## src/rtl/rnl_neuron_body_pkg.sv

```systemverilog
// Shared types and helpers for the RNL neuron body: FSM state encoding,
// output pulse width as a function of weight resolution, and a saturating add.
package neuron_pkg;

  typedef enum logic [1:0] {
    ST_INTEG = 2'd0,
    ST_FIRE  = 2'd1,
    ST_DONE  = 2'd2
  } neuron_state_e;

  function automatic int unsigned wmax_f(input int unsigned wres);
    return (32'd1 << wres) - 32'd1;
  endfunction

  function automatic int unsigned sat_add(input int unsigned a,
                                          input int unsigned b,
                                          input int unsigned lim);
    int unsigned s;
    s = a + b;
    return (s > lim) ? lim : s;
  endfunction

endpackage

```

## src/rtl/rnl_neuron_body_if.sv

```systemverilog
// Gamma-cycle control, synapse inputs and spike outputs of the neuron body.
interface rnl_neuron_body_if #(
  parameter int NSYN = 8,
  parameter int PRES = 6,
  parameter int TRES = 3
);
  logic            grst;
  logic [NSYN-1:0] syn_in;
  logic [PRES-1:0] theta;
  logic            spike_out;
  logic            post_spike;
  logic [TRES-1:0] spike_time;
  logic            fired;

  modport master (output grst, syn_in, theta,
                  input  spike_out, post_spike, spike_time, fired);
  modport slave  (input  grst, syn_in, theta,
                  output spike_out, post_spike, spike_time, fired);
endinterface

```

## src/rtl/rnl_neuron_body_unary_popcount.sv

```systemverilog
// Counts the set bits of the unary synapse vector in one combinational pass.
module unary_popcount #(
  parameter int NSYN = 8,
  parameter int CW   = $clog2(NSYN + 1)
) (
  input  logic [NSYN-1:0] i_bits,
  output logic [CW-1:0]   o_count
);

  always_comb begin
    // NOTE: assign a default before the loop so no path leaves o_count unassigned (no latch).
    o_count = '0;
    for (int i = 0; i < NSYN; i++) begin
      o_count = o_count + CW'(i_bits[i]);
    end
  end

endmodule

```

## src/rtl/rnl_neuron_body.sv

```systemverilog
// RNL neuron body: integrates unary synapse counts, fires one WMAX-cycle pulse per
// gamma cycle. Define NEURON_SPIKE_TIME_EN to build the spike-time counter/register.
module rnl_neuron_body
  import neuron_pkg::*;
#(
  parameter int NSYN = 8,
  parameter int WRES = 3,
  parameter int PRES = 6,
  parameter int TRES = 3
) (
  input  logic                clk,
  input  logic                rstb,
  rnl_neuron_body_if.slave    bus
);

  localparam int unsigned WMAX = wmax_f(WRES);
  localparam int unsigned PMAX = (32'd1 << PRES) - 32'd1;
  localparam int          CW   = $clog2(NSYN + 1);

  neuron_state_e   r_state, w_state_nxt;
  logic [PRES-1:0] r_pot, w_pot_nxt, w_sum;
  logic [WRES-1:0] r_cnt, w_cnt_nxt;
  logic            r_spike, w_spike_nxt;
  logic            r_post, w_post_nxt;
  logic            r_fired, w_fired_nxt;
  logic [CW-1:0]   w_count;

  unary_popcount #(.NSYN(NSYN), .CW(CW)) u_popcount (
    .i_bits  (bus.syn_in),
    .o_count (w_count)
  );

  assign w_sum = PRES'(sat_add(32'(r_pot), 32'(w_count), PMAX));

  always_comb begin
    w_state_nxt = r_state;
    w_pot_nxt   = r_pot;
    w_cnt_nxt   = r_cnt;
    w_spike_nxt = r_spike;
    w_post_nxt  = 1'b0;
    w_fired_nxt = r_fired;
    if (bus.grst) begin
      // A new gamma cycle wins over everything, including a pulse in flight.
      w_state_nxt = ST_INTEG;
      w_pot_nxt   = '0;
      w_cnt_nxt   = '0;
      w_spike_nxt = 1'b0;
      w_fired_nxt = 1'b0;
    end else begin
      unique case (r_state)
        ST_INTEG: begin
          w_pot_nxt = w_sum;
          if ((bus.theta != '0) && (w_sum >= bus.theta)) begin
            w_state_nxt = ST_FIRE;
            w_cnt_nxt   = WRES'(WMAX);
            w_spike_nxt = 1'b1;
            w_post_nxt  = 1'b1;
            w_fired_nxt = 1'b1;
          end
        end
        ST_FIRE: begin
          w_cnt_nxt = r_cnt - WRES'(1);
          if (r_cnt == WRES'(1)) begin
            w_state_nxt = ST_DONE;
            w_spike_nxt = 1'b0;
          end
        end
        default: ;
      endcase
    end
  end

  // NOTE: reset here is synchronous (sampled on clk), and state uses non-blocking assignments.
  always_ff @(posedge clk) begin
    if (!rstb) begin
      r_state <= ST_DONE;
      r_pot   <= '0;
      r_cnt   <= '0;
      r_spike <= 1'b0;
      r_post  <= 1'b0;
      r_fired <= 1'b0;
    end else begin
      r_state <= w_state_nxt;
      r_pot   <= w_pot_nxt;
      r_cnt   <= w_cnt_nxt;
      r_spike <= w_spike_nxt;
      r_post  <= w_post_nxt;
      r_fired <= w_fired_nxt;
    end
  end

  assign bus.spike_out  = r_spike;
  assign bus.post_spike = r_post;
  assign bus.fired      = r_fired;

`ifdef NEURON_SPIKE_TIME_EN
  logic [TRES-1:0] r_time;
  logic [TRES-1:0] r_spike_time;

  // The time counter saturates so a late fire reports all-ones rather than wrapping.
  always_ff @(posedge clk) begin
    if (!rstb) begin
      r_time       <= '0;
      r_spike_time <= '1;
    end else if (bus.grst) begin
      r_time       <= '0;
      r_spike_time <= '1;
    end else begin
      if (r_time != '1) r_time <= r_time + TRES'(1);
      if (w_post_nxt)   r_spike_time <= r_time;
    end
  end

  assign bus.spike_time = r_spike_time;
`else
  assign bus.spike_time = '1;
`endif

endmodule

```

## src/flat_wrapper.sv

```systemverilog
// flat-port wrapper written by rule: the top's interface ports become plain ports
module rnl_neuron_body_flat import neuron_pkg::*;
#(
  parameter int NSYN = 8,
  parameter int WRES = 3,
  parameter int PRES = 6,
  parameter int TRES = 3
)
  (clk, rstb, bus_grst, bus_syn_in, bus_theta, bus_spike_out, bus_post_spike, bus_spike_time, bus_fired);
  rnl_neuron_body_if #(.NSYN(NSYN), .PRES(PRES), .TRES(TRES)) bus_i ();
  input  logic clk;
  input  logic rstb;
  input wire logic [$bits(bus_i.grst)-1:0] bus_grst;
  input wire logic [$bits(bus_i.syn_in)-1:0] bus_syn_in;
  input wire logic [$bits(bus_i.theta)-1:0] bus_theta;
  output wire logic [$bits(bus_i.spike_out)-1:0] bus_spike_out;
  output wire logic [$bits(bus_i.post_spike)-1:0] bus_post_spike;
  output wire logic [$bits(bus_i.spike_time)-1:0] bus_spike_time;
  output wire logic [$bits(bus_i.fired)-1:0] bus_fired;
  assign bus_i.grst = bus_grst;
  assign bus_i.syn_in = bus_syn_in;
  assign bus_i.theta = bus_theta;
  assign bus_spike_out = bus_i.spike_out;
  assign bus_post_spike = bus_i.post_spike;
  assign bus_spike_time = bus_i.spike_time;
  assign bus_fired = bus_i.fired;
  rnl_neuron_body #(.NSYN(NSYN), .WRES(WRES), .PRES(PRES), .TRES(TRES)) u_core (.clk(clk), .rstb(rstb), .bus(bus_i));
endmodule
```

## config.mk

```make
export PLATFORM = sky130hd
export DESIGN_NAME = rnl_neuron_body_flat
export DESIGN_NICKNAME = d
export VERILOG_FILES = /design/src/rtl/rnl_neuron_body_pkg.sv /design/src/rtl/rnl_neuron_body_if.sv /design/src/rtl/rnl_neuron_body_unary_popcount.sv /design/src/rtl/rnl_neuron_body.sv /design/src/flat_wrapper.sv
export SDC_FILE = /design/constraint.sdc
export NUM_CORES = 1
export LEC_CHECK = 0
export BUFFER_PORTS_ARGS = -buffer_cell sky130_fd_sc_hd__clkbuf_2
export CORE_ASPECT_RATIO = 1.25
export CORE_MARGIN = 2
export CORE_UTILIZATION = 45
export CTS_BUF_LIST = sky130_fd_sc_hd__clkbuf_16
export DETAILED_ROUTE_END_ITERATION = 6
export PLACE_DENSITY_LB_ADDON = 0.25
export RECOVER_POWER = 25
export SLEW_MARGIN = 20
export SYNTH_ARGS = -nofsm -noshare
export SYNTH_HDL_FRONTEND = slang
export SYNTH_HIERARCHICAL = 1
export SYNTH_SLANG_ARGS = --single-unit
```

## constraint.sdc

```tcl
create_clock -name clk -period 4.7 [get_ports clk]
set_input_delay 0.235 -clock clk [delete_from_list [all_inputs] [get_ports clk]]
set_output_delay 0.235 -clock clk [all_outputs]
set_load 0.01 [all_outputs]
```

* After elaboration in Yosys (flattened, before gate mapping)
Cells that the tools add are included.
** Cells by class
- $add $sub $neg :: 9
- Magnitude comparators :: 2
- Eq/ne operators :: 6
- Mux-type cells :: 11
- Bitwise logic cells :: 2
- Reductions and logical operators :: 11
** Operators with widths (number)
- adder 4 x 1 -> 4 bit :: 4
- adder 6 x 4 -> 7 bit :: 1
- > comparator 7 x 6 -> 1 bit, second input constant :: 1
- >= comparator 6 bit :: 1
- two-way mux 2 bit :: 3
- two-way mux 6 bit :: 1
- != test 3 x 2 -> 1 bit, second input constant :: 2
- one-hot mux 3 bit (2 select lines) :: 1
- AND reduction 3 bit :: 2
- nonzero test 6 bit :: 1
- adder 3 x 1 -> 4 bit :: 1
- != test 2 x 1 -> 1 bit, second input constant :: 2
- one-hot mux 2 bit (2 select lines) :: 1
- AND reduction 2 bit :: 2
- adder 2 x 1 -> 3 bit :: 1
- == test 3 x 1 -> 1 bit, second input constant :: 1
- two-way mux 1 bit :: 3
- two-way mux 3 bit :: 1
- nonzero test 3 bit :: 1
- OR reduction 3 bit :: 1
- subtractor 3 x 1 -> 3 bit, second input constant :: 1
- adder 1 x 1 -> 2 bit :: 1
- == test 2 x 1 -> 1 bit, second input constant :: 1
- zero test 2 bit :: 1
- 5 further kinds :: 6
** Word-level totals
- Register bits after elaboration :: 14
- Input port bits :: 17
- Output and inout port bits :: 6
- Word-level logic and storage cells :: 48

* Logic depth before layout (Yosys ltp)
- Depth after elaboration :: 15
- Mapped depth :: 19
- Gate-level depth less buffers :: 19

* Modules after synthesis
Netlist, hierarchy kept.
** Modules (own cells, without submodules)
- rnl_neuron_body :: times used 1, cells each 111, area an instance 922.1 um2, seq. area each 260.2 um2
- unary_popcount :: times used 1, cells each 24, area an instance 190.2 um2, seq. area each 0.0 um2

* Worst setup path after synthesis
Ideal clock, no wire load.
- Path type :: input-to-reg
- Start :: in bus_syn_in[0]
- End :: reg u_core.r_cnt[1]
- Library setup time :: 0.140 ns
- Arrival :: 4.335 ns
- Required time :: 4.560 ns
- Slack :: 0.225 ns
- Cell stages on the path :: 19
- Path buffers :: 0
- Path through :: inv_1 fa_1 fa_1 fa_1 inv_1 ha_1 inv_1 fa_1 inv_1 fa_1 a211oi_1 nor2_1 nor2_1 ha_1 nand2b_1 a211oi_1 o22ai_1 o21ai_1 a221oi_1
** Between the ends
- Word-level cells in the longest chain between the ends :: 14
** Ends and longest elaborated chain
- start: declaration :: RTL line flat_wrapper.sv:14 : input wire logic [$bits(bus_i.syn_in)-1:0] bus_syn_in;
- adder 1 x 1 -> 2 bit (*) :: RTL line rnl_neuron_body_unary_popcount.sv:14 : o_count = o_count + CW'(i_bits[i]);
- adder 2 x 1 -> 3 bit (*) :: RTL line rnl_neuron_body_unary_popcount.sv:14
- adder 3 x 1 -> 4 bit (*) :: RTL line rnl_neuron_body_unary_popcount.sv:14
- adder 4 x 1 -> 4 bit (*) (4 in a row) :: RTL line rnl_neuron_body_unary_popcount.sv:14
- via u_core.w_count[1] :: RTL line rnl_neuron_body.sv:26 : logic [CW-1:0] w_count;
- adder 6 x 4 -> 7 bit (*) :: RTL line rnl_neuron_body_pkg.sv:19 : s = a + b;
- > comparator 7 x 6 -> 1 bit :: RTL line rnl_neuron_body_pkg.sv:20 : return (s > lim) ? lim : s;
- two-way mux 6 bit (*) :: RTL line rnl_neuron_body_pkg.sv:20
- >= comparator 6 bit (*) :: RTL line rnl_neuron_body.sv:53 : if ((bus.theta != '0) && (w_sum >= bus.theta)) begin
- logical AND 1 bit (*) :: RTL line rnl_neuron_body.sv:53
- != test 2 x 1 -> 1 bit (no line) (*)
- AND reduction 2 bit (no line) (*)
- end signal: assignment :: RTL line rnl_neuron_body.sv:85 : r_cnt <= w_cnt_nxt;
- end: declaration :: RTL line rnl_neuron_body.sv:22 : logic [WRES-1:0] r_cnt, w_cnt_nxt;
The timed path passes the listed nets; every way through them passes the cells marked *.
A chain may end at the register's enable or synchronous reset.

* Final worst setup path
- Start :: in bus_syn_in[0]
- End :: reg u_core.r_fired (netlist: u_core/bus.fired)
** Between the ends
- Word-level cells in the longest chain between the ends :: 13
** Ends and longest elaborated chain
- adder 1 x 1 -> 2 bit (*) :: RTL line rnl_neuron_body_unary_popcount.sv:14
- adder 2 x 1 -> 3 bit (*) :: RTL line rnl_neuron_body_unary_popcount.sv:14
- adder 3 x 1 -> 4 bit (*) :: RTL line rnl_neuron_body_unary_popcount.sv:14
- adder 4 x 1 -> 4 bit (*) (4 in a row) :: RTL line rnl_neuron_body_unary_popcount.sv:14
- via u_core.w_count[1] :: RTL line rnl_neuron_body.sv:26
- adder 6 x 4 -> 7 bit (*) :: RTL line rnl_neuron_body_pkg.sv:19
- > comparator 7 x 6 -> 1 bit :: RTL line rnl_neuron_body_pkg.sv:20
- two-way mux 6 bit (*) :: RTL line rnl_neuron_body_pkg.sv:20
- via u_core.w_sum[5] :: RTL line rnl_neuron_body.sv:21 : logic [PRES-1:0] r_pot, w_pot_nxt, w_sum;
- >= comparator 6 bit (*) :: RTL line rnl_neuron_body.sv:53
- logical AND 1 bit (*) :: RTL line rnl_neuron_body.sv:53
- AND reduction 2 bit (no line) (*)
- end signal: assignment :: RTL line rnl_neuron_body.sv:88 : r_fired <= w_fired_nxt;
- end: declaration :: RTL line rnl_neuron_body.sv:25 : logic r_fired, w_fired_nxt;
Marks and branches as above.

==> impl_metrics.csv <==
group,metric,value,unit
routing,drtIter0Drc,13,
routing,via_per_inst,5.24,
pwr,p_per_area,341,nW/um^2
yosys,syn_area_per_cell,8.24,sq um
pwr,power,464,uW
worst_setup_path,worstSetupEndpointType,"flop",
placement,gp_congestion,0.806,
run,drv_cap,0,
sta,setup_tns,0,ns
layout,num_antenna_cells,0,
layout,nNetsFinal,194,
worst_setup_path,cp-start-kind,"primary input",
yosys,async_reset_ff_frac,0,
pwr,p_int,314,uW
global_routing,grt_pass1_vias,982,
yosys,yosys_most_used_dff,"dfxtp_1",
floorplan,pin_count,23,
layout,final-seq-area,260,sq um
sta,slew_viol_final,0,
yosys,ys_ff_latch,13,
yosys,netlist_instances,135,
layout,synthToLayoutAreaGrowth,22.3,%
placement,dp_cells,185,
yosys,netlist_area,1110,sq um
sta,setup_viol,0,
pwr,p_sw_frac,0.324,
yosys,yosysSeqAreaShare,0.234,
sta,hold_viol,0,
yosys,synth_common_cells,"inv_1 (26), ha_1 (15), dfxtp_1 (13), nor2_1 (11), a21oi_1 (8)",
floorplan,die_y,59.6,microns
worst_setup_path,timing.rr.end,"u_core/bus.fired",
pwr,power_leakage,0.626,nW
global_routing,grt_usage,0.178,
outcome,status,"finished clean",
worst_setup_path,slowest_stage,"fa_1",
yosys,synth-edff-count,0,
worst_setup_path,reg2reg_from,"u_core/r_pot[0]",
yosys,synth.most_common_cell,"inv_1",
clock_tree,cts.sinks,13,
clock_tree,clk_latency,0.25,ns
worst_setup_path,reg2reg_depth,10,
routing,routed_wl,2240,microns
pwr,p_sw,150,uW
worst_setup_path,cp.required,4.87,ns
floorplan,start_util,0.463,
layout,num-fill-cells,243,
pwr,power.share.clock,0.344,
routing,vias,991,
min_path,hp-start,"rstb",
floorplan,core-area,2400,sq um
pwr,pwr-share-seq,0.260,
worst_setup_path,critical_path.cell_chain,"clkbuf_2 -> inv_1 -> fa_1 -> fa_1 -> fa_1 -> inv_1 -> ha_1 -> inv_1 -> fa_1 -> inv_1 -> fa_2 -> a21o_1 -> nor4b_4 -> o22ai_1 -> ha_1 -> a41oi_2 -> o22ai_2 -> nand3_1 -> a21oi_1",
clock_tree,cts_inserted_buffers,3,
clock_tree,cts.path.max_buffers,2,
layout,post-route-util,0.566,
sta,skew,0.00287,ns
global_routing,grt.overflow.total,0,
routing,ant_nets,0,
placement,io_buffers,19,
clock_tree,cts.htree.levels,1,
yosys,yosys_warnings,6,
clock_tree,cts_setup_buffers,0,
yosys,synth_top_area_frac,0.234,
sta,fin_crit,4.49,ns
worst_setup_path,reg2reg_slack,2.01,ns
sta,post-route-period-util,0.955,
yosys,synth_cell_types,36,
layout,multi_input_area,774,sq um
placement,place_hpwl,1840,microns
worst_setup_path,crit_type,"in2reg",
yosys,synth_area_leader_cell,"dfxtp_1",
layout,layout.cells.non_filler,189,
clock_tree,clockRootBuffer,"clkbuf_16",
clock_tree,cts_tree,"yes",
routing,dr.pass1.iters,4,
floorplan,rows,20,
sta,tightest_slew,0.511,ns
worst_setup_path,crit_family,"adder cells",
pwr,combPwrFrac,0.395,
worst_setup_path,cp_num_buf_inv,5,
min_path,hp-class,"in2reg",
floorplan,die_w,48.5,microns
routing,drc,0,
global_routing,grt_pass1_wl,3890,microns
sta,maxSlewHeadroom,0.659,
global_routing,antenna_found_initial,0,
min_path,hold_end,"u_core/r_state[1]",
min_path,min_path_cells,2,
worst_setup_path,cpPeakStageDelay,0.55,ns
layout,drive_above_1_share,0.224,
worst_setup_path,worstPathArrival,4.66,ns
global_routing,grt_max_degree,14,
worst_setup_path,crit_fanout,3,
yosys,ys_top_cells_by_area,"dfxtp_1 (23%), ha_1 (17%), fa_1 (9.0%), inv_1 (8.8%), nor2_1 (3.7%)",
clock_tree,clk_pin_slew_worst_paths,0.04,ns
floorplan,dieArea,2890,sq um
sta,fin_hold_ws,0.175,ns
sta,max_clock_freq,0.223,GHz
routing,wl_per_cell,11.9,microns
pwr,peakVddDrop,0.217,mV
-- what timing repair did --
| item | in CTS | in global routing |
|---|---|---|
| hold buffers | 0 | 0 |
| endpoints found under the setup margin | 3 | 6 |
| pin swaps | 0 | 1 |
| resized for setup | 1 | 8 |
-- cell usage in the layout (no fill, tap or decap), types with 2 or more instances in the layout --
master,count
inv_1,27
clkbuf_2,17
ha_1,15
dfxtp_1,13
nor2_1,10
a21oi_1,8
o21ai_0,6
nand2_1,5
a21o_1,4
fa_1,4
clkbuf_16,3
a211oi_2,3
a211oi_1,3
nor3_1,3
conb_1,3
clkbuf_1,2
o21ai_2,2
nor2_2,2
o22ai_1,2
xnor2_1,2
nand2b_1,2
a31oi_1,2
mux2i_1,2
buf_4,2
-- cells by family after synthesis --
| logic type | after synthesis | synth area share |
|---|---|---|
| buffers and inverters | 32 | 0.119 |
| AND/OR/NAND/NOR | 30 | 0.145 |
| flip-flops | 13 | 0.234 |
| XOR/XNOR | 2 | 0.0158 |
| adder cells (fa/ha/maj) | 20 | 0.259 |
| AO/OA/AOI/OAI | 35 | 0.206 |
| other | 1 | 0.00337 |
| multiplexers | 2 | 0.0180 |
-- power groups by stage --
stage / Sequential, mW / Clock (mW) / Combinational (mW)
6_report: 0.121 / 0.160 / 0.183
3_3_place_gp: 0.122 / 0 / 0.161
2_1_floorplan: 0.120 / 0 / 0.127
5_1_grt: 0.121 / 0.166 / 0.211
3_5_place_dp: 0.123 / 0 / 0.166
4_1_cts: 0.121 / 0.162 / 0.170
-- sequential cells by signal, summed over array words and instances (netlist names) --
register,flops
u_core/r_pot,6
u_core/r_state,2
u_core/bus.fired,1
u_core/bus.post_spike,1
u_core/r_cnt,3
-- area by class of cell --
| type | count | share of cell area |
|---|---|---|
| sequential | 13 | 0.191 |
| clock inverter | 1 | 0.00276 |
| tap | 33 | 0.0304 |
| multi-input combinational | 92 | 0.569 |
| timing repair buffer | 21 | 0.0791 |
| clock buffer | 3 | 0.0552 |
| inverter | 26 | 0.0718 |
-- how the worst max path moves through the flow --
stage                   from          endpoint  slack, ns  cells after the start
2_1_floorplan  bus_syn_in[0]   u_core/r_cnt[1]       0.23                     19
3_3_place_gp   bus_syn_in[0]   u_core/r_cnt[1]      -0.18                     20
3_5_place_dp   bus_syn_in[0]   u_core/r_cnt[1]      -0.30                     20
4_1_cts        bus_syn_in[0]   u_core/r_cnt[1]       0.03                     19
5_1_grt        bus_syn_in[0]  u_core/bus.fired      -0.02                     19
6_report       bus_syn_in[0]  u_core/bus.fired       0.21                     19
-- through the flow --
| stage | instance area (sq um) | worst slack, ns |
|---|---|---|
| after floorplan | 1120 | 0.225 |
| after global placement | 1240 | -0.180 |
| after detailed placement | 1240 | -0.298 |
| after CTS | 1320 | 0.0277 |
| after global routing | 1360 | -0.0205 |
| final | 1360 | 0.212 |
-- metal layers --
layer	vias to the layer above	global-route usage	routed length (microns)
li1	498	-	-
met1	474	0.183	885
met2	14	0.341	1240
met3	5	0.0303	63
met4	0	0.106	51
met5	-	0	0
(Power assumes the default switching activity.)
